**src/rtl/hazard_stall_ctrl_pkg.sv**
```systemverilog
// Shared definitions for the hazard/stall controller.
//   - acc_state_t        : accelerator sequencer states (RUN / WAIT)
//   - ACC_TIMEOUT_DEF    : default accelerator completion timeout in cycles
//   - reg_hit()          : register match term used by the hazard detector;
//                          register x0 never matches
package hazard_stall_ctrl_pkg;

  typedef enum logic {
    ST_RUN  = 1'b0,
    ST_WAIT = 1'b1
  } acc_state_t;

  localparam int ACC_TIMEOUT_DEF = 1024;

  // True when source register src is produced by a stage writing dst with
  // the given qualifying enable. x0 is hard-wired zero, so it never matches.
  function automatic logic reg_hit(input logic [4:0] src,
                                   input logic [4:0] dst,
                                   input logic       en);
    return en && (src == dst) && (src != 5'd0);
  endfunction

endpackage

```
**src/rtl/hazard_stall_ctrl_accel_wait_fsm.sv**
```systemverilog
// Accelerator sequencer for a multi-cycle instruction held in EX.
// Ports:
//   clk, rst      : clock (rising edge), synchronous active-high reset
//   accel_req_ex  : EX holds an accelerator instruction (level)
//   accel_done    : accelerator completion pulse
//   accel_start   : one-cycle start pulse, issued when the request is first
//                   seen in RUN
//   acc_err       : sticky flag, set when the accelerator times out
//   acs           : accelerator stall request (combinational)
// Handshake: the request is a level held by EX; the sequence ends either on
// accel_done (stall released in that same cycle) or on the last timeout
// cycle (treated as done). accel_done seen in RUN is ignored.
module accel_wait_fsm
  import hazard_stall_ctrl_pkg::*;
#(
  parameter int ACC_TIMEOUT = ACC_TIMEOUT_DEF
) (
  input  logic clk,
  input  logic rst,
  input  logic accel_req_ex,
  input  logic accel_done,
  output logic accel_start,
  output logic acc_err,
  output logic acs
);

  localparam int TW = (ACC_TIMEOUT > 2) ? $clog2(ACC_TIMEOUT) : 1;
  localparam logic [TW-1:0] TIMER_LAST = TW'(ACC_TIMEOUT - 1);

  acc_state_t    state, state_n, st_eff;
  logic [TW-1:0] timer, timer_n;
  logic          timeout;
  logic          err_set;

  always_ff @(posedge clk) begin
    if (rst) begin
      state   <= ST_RUN;
      timer   <= '0;
      acc_err <= 1'b0;
    end else begin
      state <= state_n;
      timer <= timer_n;
      if (err_set) acc_err <= 1'b1;
    end
  end

  always_comb begin
    // While reset is asserted the outputs already reflect the RUN state the
    // register will hold after the edge, even if it was mid-WAIT.
    st_eff      = rst ? ST_RUN : state;
    state_n     = st_eff;
    timer_n     = timer;
    err_set     = 1'b0;
    accel_start = 1'b0;
    acs         = 1'b0;
    timeout     = (st_eff == ST_WAIT) && !accel_done && (timer == TIMER_LAST);
    case (st_eff)
      ST_RUN: begin
        if (accel_req_ex) begin
          accel_start = !rst;
          acs         = 1'b1;
          state_n     = ST_WAIT;
          timer_n     = '0;
        end
      end
      ST_WAIT: begin
        timer_n = timer + TW'(1);
        if (accel_done) begin
          state_n = ST_RUN;
        end else if (timeout) begin
          // Timeout releases the stall exactly like a completion.
          err_set = 1'b1;
          state_n = ST_RUN;
        end else begin
          acs = 1'b1;
        end
      end
      default: state_n = ST_RUN;
    endcase
  end

endmodule

```
**src/rtl/hazard_stall_ctrl.sv**
```systemverilog
// Pipeline hazard and stall controller. Sits beside the ID-stage MEM
// forwarding unit and stalls whenever forwarding cannot supply an operand.
// Ports:
//   clk, rst                    : clock, synchronous active-high reset
//   branch_id, jalr_id          : ID instruction compares operands in ID
//   rs1_used_id, rs2_used_id    : ID instruction reads rs1 / rs2
//   rs1_id, rs2_id              : ID source registers
//   reg_write_ex, mem_read_ex   : EX writes rd / is a load
//   rd_ex                       : EX destination
//   mem_read_mem, rd_mem        : MEM is a load / MEM destination
//   redirect_id                 : branch taken / jump resolved in ID
//   accel_req_ex, accel_done    : accelerator request level / done pulse
//   accel_start                 : accelerator start pulse
//   stall_pc, stall_ifid        : hold PC / IF/ID
//   stall_idex                  : hold ID/EX
//   bubble_ex, bubble_mem       : NOP into ID/EX / EX/MEM
//   flush_ifid                  : kill IF/ID
//   acc_err                     : sticky accelerator timeout flag
//   stall_cnt                   : saturating count of stalled cycles
// Priority: accelerator stall > data hazard > redirect. A redirect that
// coincides with a stall is dropped; the ID instruction re-resolves later.
module hazard_stall_ctrl
  import hazard_stall_ctrl_pkg::*;
#(
  parameter int ACC_TIMEOUT = ACC_TIMEOUT_DEF,
  parameter int CNT_W       = 32
) (
  input  logic             clk,
  input  logic             rst,
  input  logic             branch_id,
  input  logic             jalr_id,
  input  logic             rs1_used_id,
  input  logic             rs2_used_id,
  input  logic [4:0]       rs1_id,
  input  logic [4:0]       rs2_id,
  input  logic             reg_write_ex,
  input  logic             mem_read_ex,
  input  logic [4:0]       rd_ex,
  input  logic             mem_read_mem,
  input  logic [4:0]       rd_mem,
  input  logic             redirect_id,
  input  logic             accel_req_ex,
  input  logic             accel_done,
  output logic             accel_start,
  output logic             stall_pc,
  output logic             stall_ifid,
  output logic             stall_idex,
  output logic             bubble_ex,
  output logic             bubble_mem,
  output logic             flush_ifid,
  output logic             acc_err,
  output logic [CNT_W-1:0] stall_cnt
);

  logic is_br;
  logic hit_ex, hit_mem;
  logic brh, luh, dh, acs;

  accel_wait_fsm #(.ACC_TIMEOUT(ACC_TIMEOUT)) u_accel (
    .clk          (clk),
    .rst          (rst),
    .accel_req_ex (accel_req_ex),
    .accel_done   (accel_done),
    .accel_start  (accel_start),
    .acc_err      (acc_err),
    .acs          (acs)
  );

  // EX match qualifies on any register write; MEM match only on loads,
  // because ALU results in MEM are forwarded into ID for branch compares.
  always_comb begin
    is_br   = branch_id | jalr_id;
    hit_ex  = (rs1_used_id && reg_hit(rs1_id, rd_ex, reg_write_ex)) ||
              (rs2_used_id && reg_hit(rs2_id, rd_ex, reg_write_ex));
    hit_mem = (rs1_used_id && reg_hit(rs1_id, rd_mem, mem_read_mem)) ||
              (rs2_used_id && reg_hit(rs2_id, rd_mem, mem_read_mem));
    brh     = is_br & (hit_ex | hit_mem);
    luh     = ~is_br & mem_read_ex & hit_ex;
    dh      = brh | luh;

    stall_pc   = acs | dh;
    stall_ifid = acs | dh;
    stall_idex = acs;
    bubble_mem = acs;
    // During an accelerator stall ID/EX is held, so no bubble is inserted.
    bubble_ex  = dh & ~acs;
    flush_ifid = redirect_id & ~acs & ~dh;
  end

  always_ff @(posedge clk) begin
    if (rst) begin
      stall_cnt <= '0;
    end else if (stall_ifid && (stall_cnt != {CNT_W{1'b1}})) begin
      stall_cnt <= stall_cnt + CNT_W'(1);
    end
  end

endmodule

```
**config.mk**
```make
export PLATFORM = sky130hd
export DESIGN_NAME = hazard_stall_ctrl
export DESIGN_NICKNAME = d
export VERILOG_FILES = /design/src/rtl/hazard_stall_ctrl_pkg.sv /design/src/rtl/hazard_stall_ctrl_accel_wait_fsm.sv /design/src/rtl/hazard_stall_ctrl.sv
export SDC_FILE = /design/constraint.sdc
export NUM_CORES = 1
export LEC_CHECK = 0
export CAP_MARGIN = 20
export CELL_PAD_IN_SITES_DETAIL_PLACEMENT = 1
export CELL_PAD_IN_SITES_GLOBAL_PLACEMENT = 2
export CORE_MARGIN = 5
export CORE_UTILIZATION = 28
export DETAILED_ROUTE_END_ITERATION = 12
export PLACE_DENSITY_LB_ADDON = 0.1
export SETUP_SLACK_MARGIN = 0.15
export SYNTH_ARGS = -nofsm -noshare
export SYNTH_HDL_FRONTEND = slang
export SYNTH_SLANG_ARGS = --single-unit
```
**constraint.sdc**
```tcl
create_clock -name clk -period 2.8 [get_ports clk]
set_input_delay 0.42 -clock clk [delete_from_list [all_inputs] [get_ports clk]]
set_output_delay 0.42 -clock clk [all_outputs]
set_load 0.01 [all_outputs]
```
Word-level counts from Yosys, hierarchy flattened
Index checks and enable logic that the tools add are counted.
{ "totals": {"regBits": 44} }
{ "op_classes": {"add_sub_neg": 2, "n_eq_ne": 7, "muxes": 12, "bitwise_logic": 14, "n_reduce_logical": 21} }
{ "op_table": {"columns": ["op", "n"], "rows": [
  ["adder 32 x 1 -> 32 bit (second input constant)", 1],
  ["inequality test 32 bit (second input constant)", 1],
  ["equality test 5 bit", 4],
  ["case mux 10 bit (2 select lines)", 1],
  ["logical AND 1 bit", 15],
  ["adder 10 x 1 -> 10 bit (second input constant)", 1],
  ["equality test 10 bit (second input constant)", 1],
  ["2-to-1 mux 10 bit", 1],
  ["nonzero test 5 bit", 2],
  ["2-to-1 mux 1 bit", 9],
  ["bitwise AND 1 bit", 6],
  ["NOT 1 bit", 4],
  ["OR 1 bit", 4],
  ["logical NOT 1 bit", 2],
  ["logical OR 1 bit", 2],
  ["inequality test 2 bit (second input constant)", 1],
  ["case mux 1 bit (2 select lines)", 1]
]} }

Depth between registers and ports, before layout
{ "logic_depth": {"word_depth": 10, "depth_mapped": 10} }

Hierarchy
A second synthesis with hierarchy kept.
{ "unflattened": {"cells_unflattened": 315, "hier_area_um2": 2646.3} }
{ "by_module_without_submodules": {"columns": ["mod", "instances", "cells_per_inst", "area_per_inst_um2", "seq_area_each_um2"], "rows": [
  ["hazard_stall_ctrl", 1, 240, 2010.7, 640.6],
  ["accel_wait_fsm", 1, 75, 635.6, 240.2]
]} }

Worst setup path before layout
No wires, ideal clock.
{ "synth_path": {"path_kind": "input to output", "startpoint": "input rs1_id[1]", "endpoint": "output flush_ifid", "arrival_time_ps": 1982, "slack_ps": 398, "cell_stages": 7, "path_buffers": 2, "path_cell_list": "or4_1 -> o21ai_1 -> a21oi_4 -> nor3_4 -> buf_2 -> buf_4 -> and2_1"} }
{ "synth_via": {"elab_chain_cells": 10, "word_cells_on_any_way": 17, "cone_classes": "2 x eq/ne; 6 x bitwise; 9 x reduce/logical"} }
{ "synth_lines": {"columns": ["item", "line_no", "rtl"], "rows": [
  ["from (decl)", "hazard_stall_ctrl.sv:34", "input logic [4:0] rs1_id,"],
  ["equality test 5 bit", "hazard_stall_ctrl_pkg.sv:20", "return en && (src == dst) && (src != 5'd0);"],
  ["logical AND 1 bit (2 in series)", "hazard_stall_ctrl_pkg.sv:20", null],
  ["logical AND 1 bit (on tied branches)", "hazard_stall_ctrl.sv:73, hazard_stall_ctrl.sv:75", null],
  ["logical OR 1 bit (on tied branches)", "hazard_stall_ctrl.sv:73, hazard_stall_ctrl.sv:75", null],
  ["OR 1 bit", "hazard_stall_ctrl.sv:77", "brh = is_br & (hit_ex | hit_mem);"],
  ["bitwise AND 1 bit", "hazard_stall_ctrl.sv:77", null],
  ["OR 1 bit (*)", "hazard_stall_ctrl.sv:79", "dh = brh | luh;"],
  ["NOT 1 bit (*)", "hazard_stall_ctrl.sv:87", "flush_ifid = redirect_id & ~acs & ~dh;"],
  ["bitwise AND 1 bit (*)", "hazard_stall_ctrl.sv:87", null],
  ["to (decl)", "hazard_stall_ctrl.sv:50", "output logic flush_ifid,"]
]} }
Every way passes the cells marked *; elsewhere a longest branch is shown, timed or not.

Final worst setup path
{ "layout_path": {"startpoint": "input rs2_id[1]", "endpoint": "output bubble_ex"} }
{ "layout_via": {"elab_chain_cells": 9, "word_cells_on_any_way": 16, "cone_classes": "2 x eq/ne; 5 x bitwise; 9 x reduce/logical"} }
{ "layout_lines": {"columns": ["item", "line_no", "rtl"], "rows": [
  ["from (decl)", "hazard_stall_ctrl.sv:35", "input logic [4:0] rs2_id,"],
  ["equality test 5 bit", "hazard_stall_ctrl_pkg.sv:20", null],
  ["logical AND 1 bit (2 in series)", "hazard_stall_ctrl_pkg.sv:20", null],
  ["logical AND 1 bit (on tied branches)", "hazard_stall_ctrl.sv:74, hazard_stall_ctrl.sv:76", null],
  ["logical OR 1 bit (on tied branches)", "hazard_stall_ctrl.sv:73, hazard_stall_ctrl.sv:75", null],
  ["OR 1 bit", "hazard_stall_ctrl.sv:77", null],
  ["bitwise AND 1 bit", "hazard_stall_ctrl.sv:77", null],
  ["OR 1 bit (*)", "hazard_stall_ctrl.sv:79", null],
  ["bitwise AND 1 bit (*)", "hazard_stall_ctrl.sv:86", "bubble_ex = dh & ~acs;"],
  ["to (decl)", "hazard_stall_ctrl.sv:48", "output logic bubble_ex,"]
]} }
Marked as above.

==> impl_metrics.toml <==
[critical_path]
arrival_ps = 2170
cpMostUsedCell = "nor2_1"
cpPeakStageDelay_ps = 550
critPathKind = "input pin to output port"
cp-end-kind = "output port"
cp_data_required_time_ps = 2380
worst_setup_path_start_kind = "input pin"
path_cells = "dlygate4sd2_1 > buf_6 > xnor2_1 > nand3_1 > or4_4 > a21oi_4 > buf_4 > nor2_1 > nor2_1 > buf_2"
worst_r2r_path_depth = 7
cp_max_fo = 2
slowest_stage = "or4_4"

[cts]
clkSinkCount = 44
cts_buffers = 5
clock_latency_ps = 300
path_clk_slew_ps = 70
clockBufferDepth = 2
cts_tree = "built"
ctsHoldBuffers = 0
htreeDepth = 2
cts_root_buffer = "clkbuf_8"

[floorplan]
die_w_um = 108.6
ioPinCount = 72
die_h_um = 108.6
coreArea_um2 = 9639
initial_utilization = 0.2822
die-area_um2 = 11790
rows = 36

[yosys]
synth_flop_cell = "dfxtp_1"
synth_area_leader_cell = "dfxtp_1"
netlist_area_um2 = 2720
synth_warnings = 0
postSynth.asyncResetShare = 0
ys_seq_area_frac = 0.3238
synth_cells = 322
synth_top_cell_area_share = 0.3238
synthTopCellsByArea = "dfxtp_1 (32%), mux2_1 (5.4%), xor2_1 (4.8%)"
synth_area_per_cell_um2 = 8.448
ys_ff_latch = 44
synth_edf_count = 0
syn_nets = 356
synth.distinct_cells = 48

[place]
place_hpwl_um = 6104
io_buffers = 71
place.gp.congestion = 0.7303
place_area_um2 = 3686
dp_cells = 534

[timing]
rsz0062_at_grt = "true"
fin_crit_sh = 0.9243
clock_skew_ps = 19.11
report.final.slew_viol_count = 0
max_slew_margin = 0.6046
tightest_slew_ps = 593.1
setup_viol = 0
fmax_ghz = 0.3864
min_period_ps = 2588
finalHoldViolCount = 0

[min_path]
whs_path_depth = 3
hold_path_class = "input pin to flop"

[power_and_ir_drop]
p_sw_frac = 0.2547
p_clk_frac = 0.356
p_per_area_nw_per_um2 = 336.3
ir_worst_vdd_mv = 0.1919
p_int_mw = 1.011
p_leak_nw = 1.466
power_frac_seq = 0.470
p_total_mw = 1.356
p_comb_frac = 0.174
power.switching_mw = 0.3455

[final_layout]
final_area_um2 = 4033
drive_gt1_frac = 0.1845
antenna_cells = 0
postLayoutCoreUtil = 0.4184
syn_to_final_growth_pct = 48.25
multi_input_area_um2 = 1828
stdcell_count = 545
nFillCells = 1171
seq_area_um2 = 880.8
final_nets = 447

[outcome]
status = "finished clean"

[drt]
vias = 2783
wl_met2_um = 4366
dr.pass1.iters = 4
wirelength_um = 8478
drc_errors = 0
first_iter_violations = 78
via_per_inst = 5.106
route.antenna.remaining_nets = 0
wl_met3_um = 334
top_layer = "met4"
route.detailed.wl_per_inst_um = 15.56
m1WireLength_um = 3716

[global_routing]
grt_usage = 0.1451
grt_pass1_wl_um = 13860
overflow = 0
grt_max_degree = 58
grt_pass1_vias = 2807
grt_antenna_before_repair = 0

[job]
max_cap_viol_count = 0
==> layer usage <==
layer	track usage	vias to the layer above
li1	-	1368
met1	0.1809	1365
met2	0.2533	44
met3	0.03463	6
met4	0.03156	0
met5	0	-
==> registers in the layout, summed over array words and instances (netlist names) <==
name / count
u_accel.state: 1
stall_cnt: 32
u_accel.acc_err: 1
u_accel.timer: 10
==> cells by family after synthesis <==
kind of cell	after synthesis	share of synthesized area
adder cells (fa/ha/maj)	2	0.009198
AND/OR/NAND/NOR	155	0.3404
XOR/XNOR	22	0.07084
multiplexers	14	0.05750
flip-flops	44	0.3238
buffers and inverters	29	0.05796
AO/OA/AOI/OAI	56	0.1403
==> critical path: cells and delay by family <==
kind / cells / cell delay [ps]
xor gates and xnor gates: 1 / 130
AOI/OAI and AO/OA: 1 / 180
buffers and inverters: 4 / 650
and+or+nand+nor: 4 / 770
==> metrics by stage <==
step	hold slack (ps)	setup slack, ps	setup TNS (ps)
6_report	449.7	212.0	0
5_1_grt	446.7	125.4	0
4_1_cts	454.0	136.2	0
3_5_place_dp	459.4	-270.1	-4493
3_3_place_gp	450.3	-272.2	-3740
2_1_floorplan	440.2	398.3	0
==> power groups by stage <==
stage | sequential [mW] | combinational (mW) | clock, mW
after floorplan | 0.651 | 0.0954 | 0
after global placement | 0.653 | 0.205 | 0
after detailed placement | 0.652 | 0.206 | 0
after CTS | 0.638 | 0.216 | 0.496
after global routing | 0.639 | 0.257 | 0.523
final | 0.638 | 0.236 | 0.483
==> synth_stat cells (2+ instances only) <==
cell type / n
buf_4: 8
o21ai_0: 2
nand3b_1: 4
nor3_1: 8
nor2_1: 31
nor2b_1: 15
o21ai_1: 3
and3_1: 2
o31ai_1: 13
nand2_1: 15
dfxtp_1: 44
or4b_1: 2
buf_6: 2
o21a_1: 4
or3_1: 3
nand3_1: 18
and2_1: 3
o31a_1: 2
and4_4: 2
nor4_1: 8
buf_1: 2
o41ai_1: 3
and4_1: 7
inv_1: 6
buf_2: 3
clkbuf_1: 7
a21oi_1: 22
nand4_1: 15
xnor2_1: 7
xor2_1: 15
mux2_1: 13
or4_1: 15
ha_1: 2
a31oi_1: 2
==> cell type report <==
type                            count  share of cell area
Clock buffer                        5             0.01706
Clock inverter                      1            0.007446
Inverter                            7            0.006516
Multi-Input combinational cell    249              0.4533
Sequential cell                    44              0.2184
Tap cell                          133             0.04127
Timing Repair Buffer              106              0.2560
==> worst paths after layout <==
kind,endpoint,slack (ps),start
setup / recovery,bubble_ex,210,rs2_id[1]
hold / removal,stall_cnt[6]$_SDFFE_PP0P_,450,rst
setup reg to reg,stall_cnt[5]$_SDFFE_PP0P_,360,stall_cnt[21]$_SDFFE_PP0P_
hold reg to reg,u_accel.timer[9]$_SDFFE_PP0P_,470,u_accel.timer[9]$_SDFFE_PP0P_
==> cell usage in the layout, fill, tap and decap left out, types with 3 or more instances in the layout <==
| cell | Yosys | layout |
|---|---|---|
| buf_6 | 2 | 5 |
| or3_1 | 3 | 3 |
| mux2_4 | 0 | 4 |
| or4_4 | 1 | 3 |
| clkdlybuf4s50_1 | 0 | 49 |
| nand3b_1 | 4 | 4 |
| o21a_1 | 4 | 4 |
| dfxtp_1 | 44 | 44 |
| dlygate4sd2_1 | 0 | 10 |
| or4_1 | 15 | 13 |
| xor2_1 | 15 | 15 |
| nand4_1 | 15 | 15 |
| nor3_1 | 8 | 6 |
| xnor2_1 | 7 | 6 |
| nor3_2 | 1 | 3 |
| and4_1 | 7 | 6 |
| buf_2 | 3 | 5 |
| nor2b_1 | 15 | 15 |
| clkbuf_8 | 0 | 5 |
| inv_1 | 6 | 6 |
| o21ai_1 | 3 | 3 |
| nand3_1 | 18 | 18 |
| nor4_4 | 1 | 7 |
| dlymetal6s2s_1 | 0 | 7 |
| a21oi_1 | 22 | 21 |
| nor2_1 | 31 | 31 |
| o31ai_1 | 13 | 13 |
| nand2_1 | 15 | 15 |
| o41ai_1 | 3 | 3 |
| mux2_1 | 13 | 9 |
| buf_4 | 8 | 26 |
| and2_1 | 3 | 3 |
==> what timing repair did <==
| action | in CTS | in global routing |
|---|---|---|
| pin swaps | 9 | 8 |
| setup buffers | 3 | 0 |
| cloned | 0 | 2 |
| resized for setup | 51 | 19 |
| setup endpoints to repair | 10 | 35 |
| hold endpoints to repair | 0 | 0 |
Note: power is estimated with default switching activity, not from simulation.
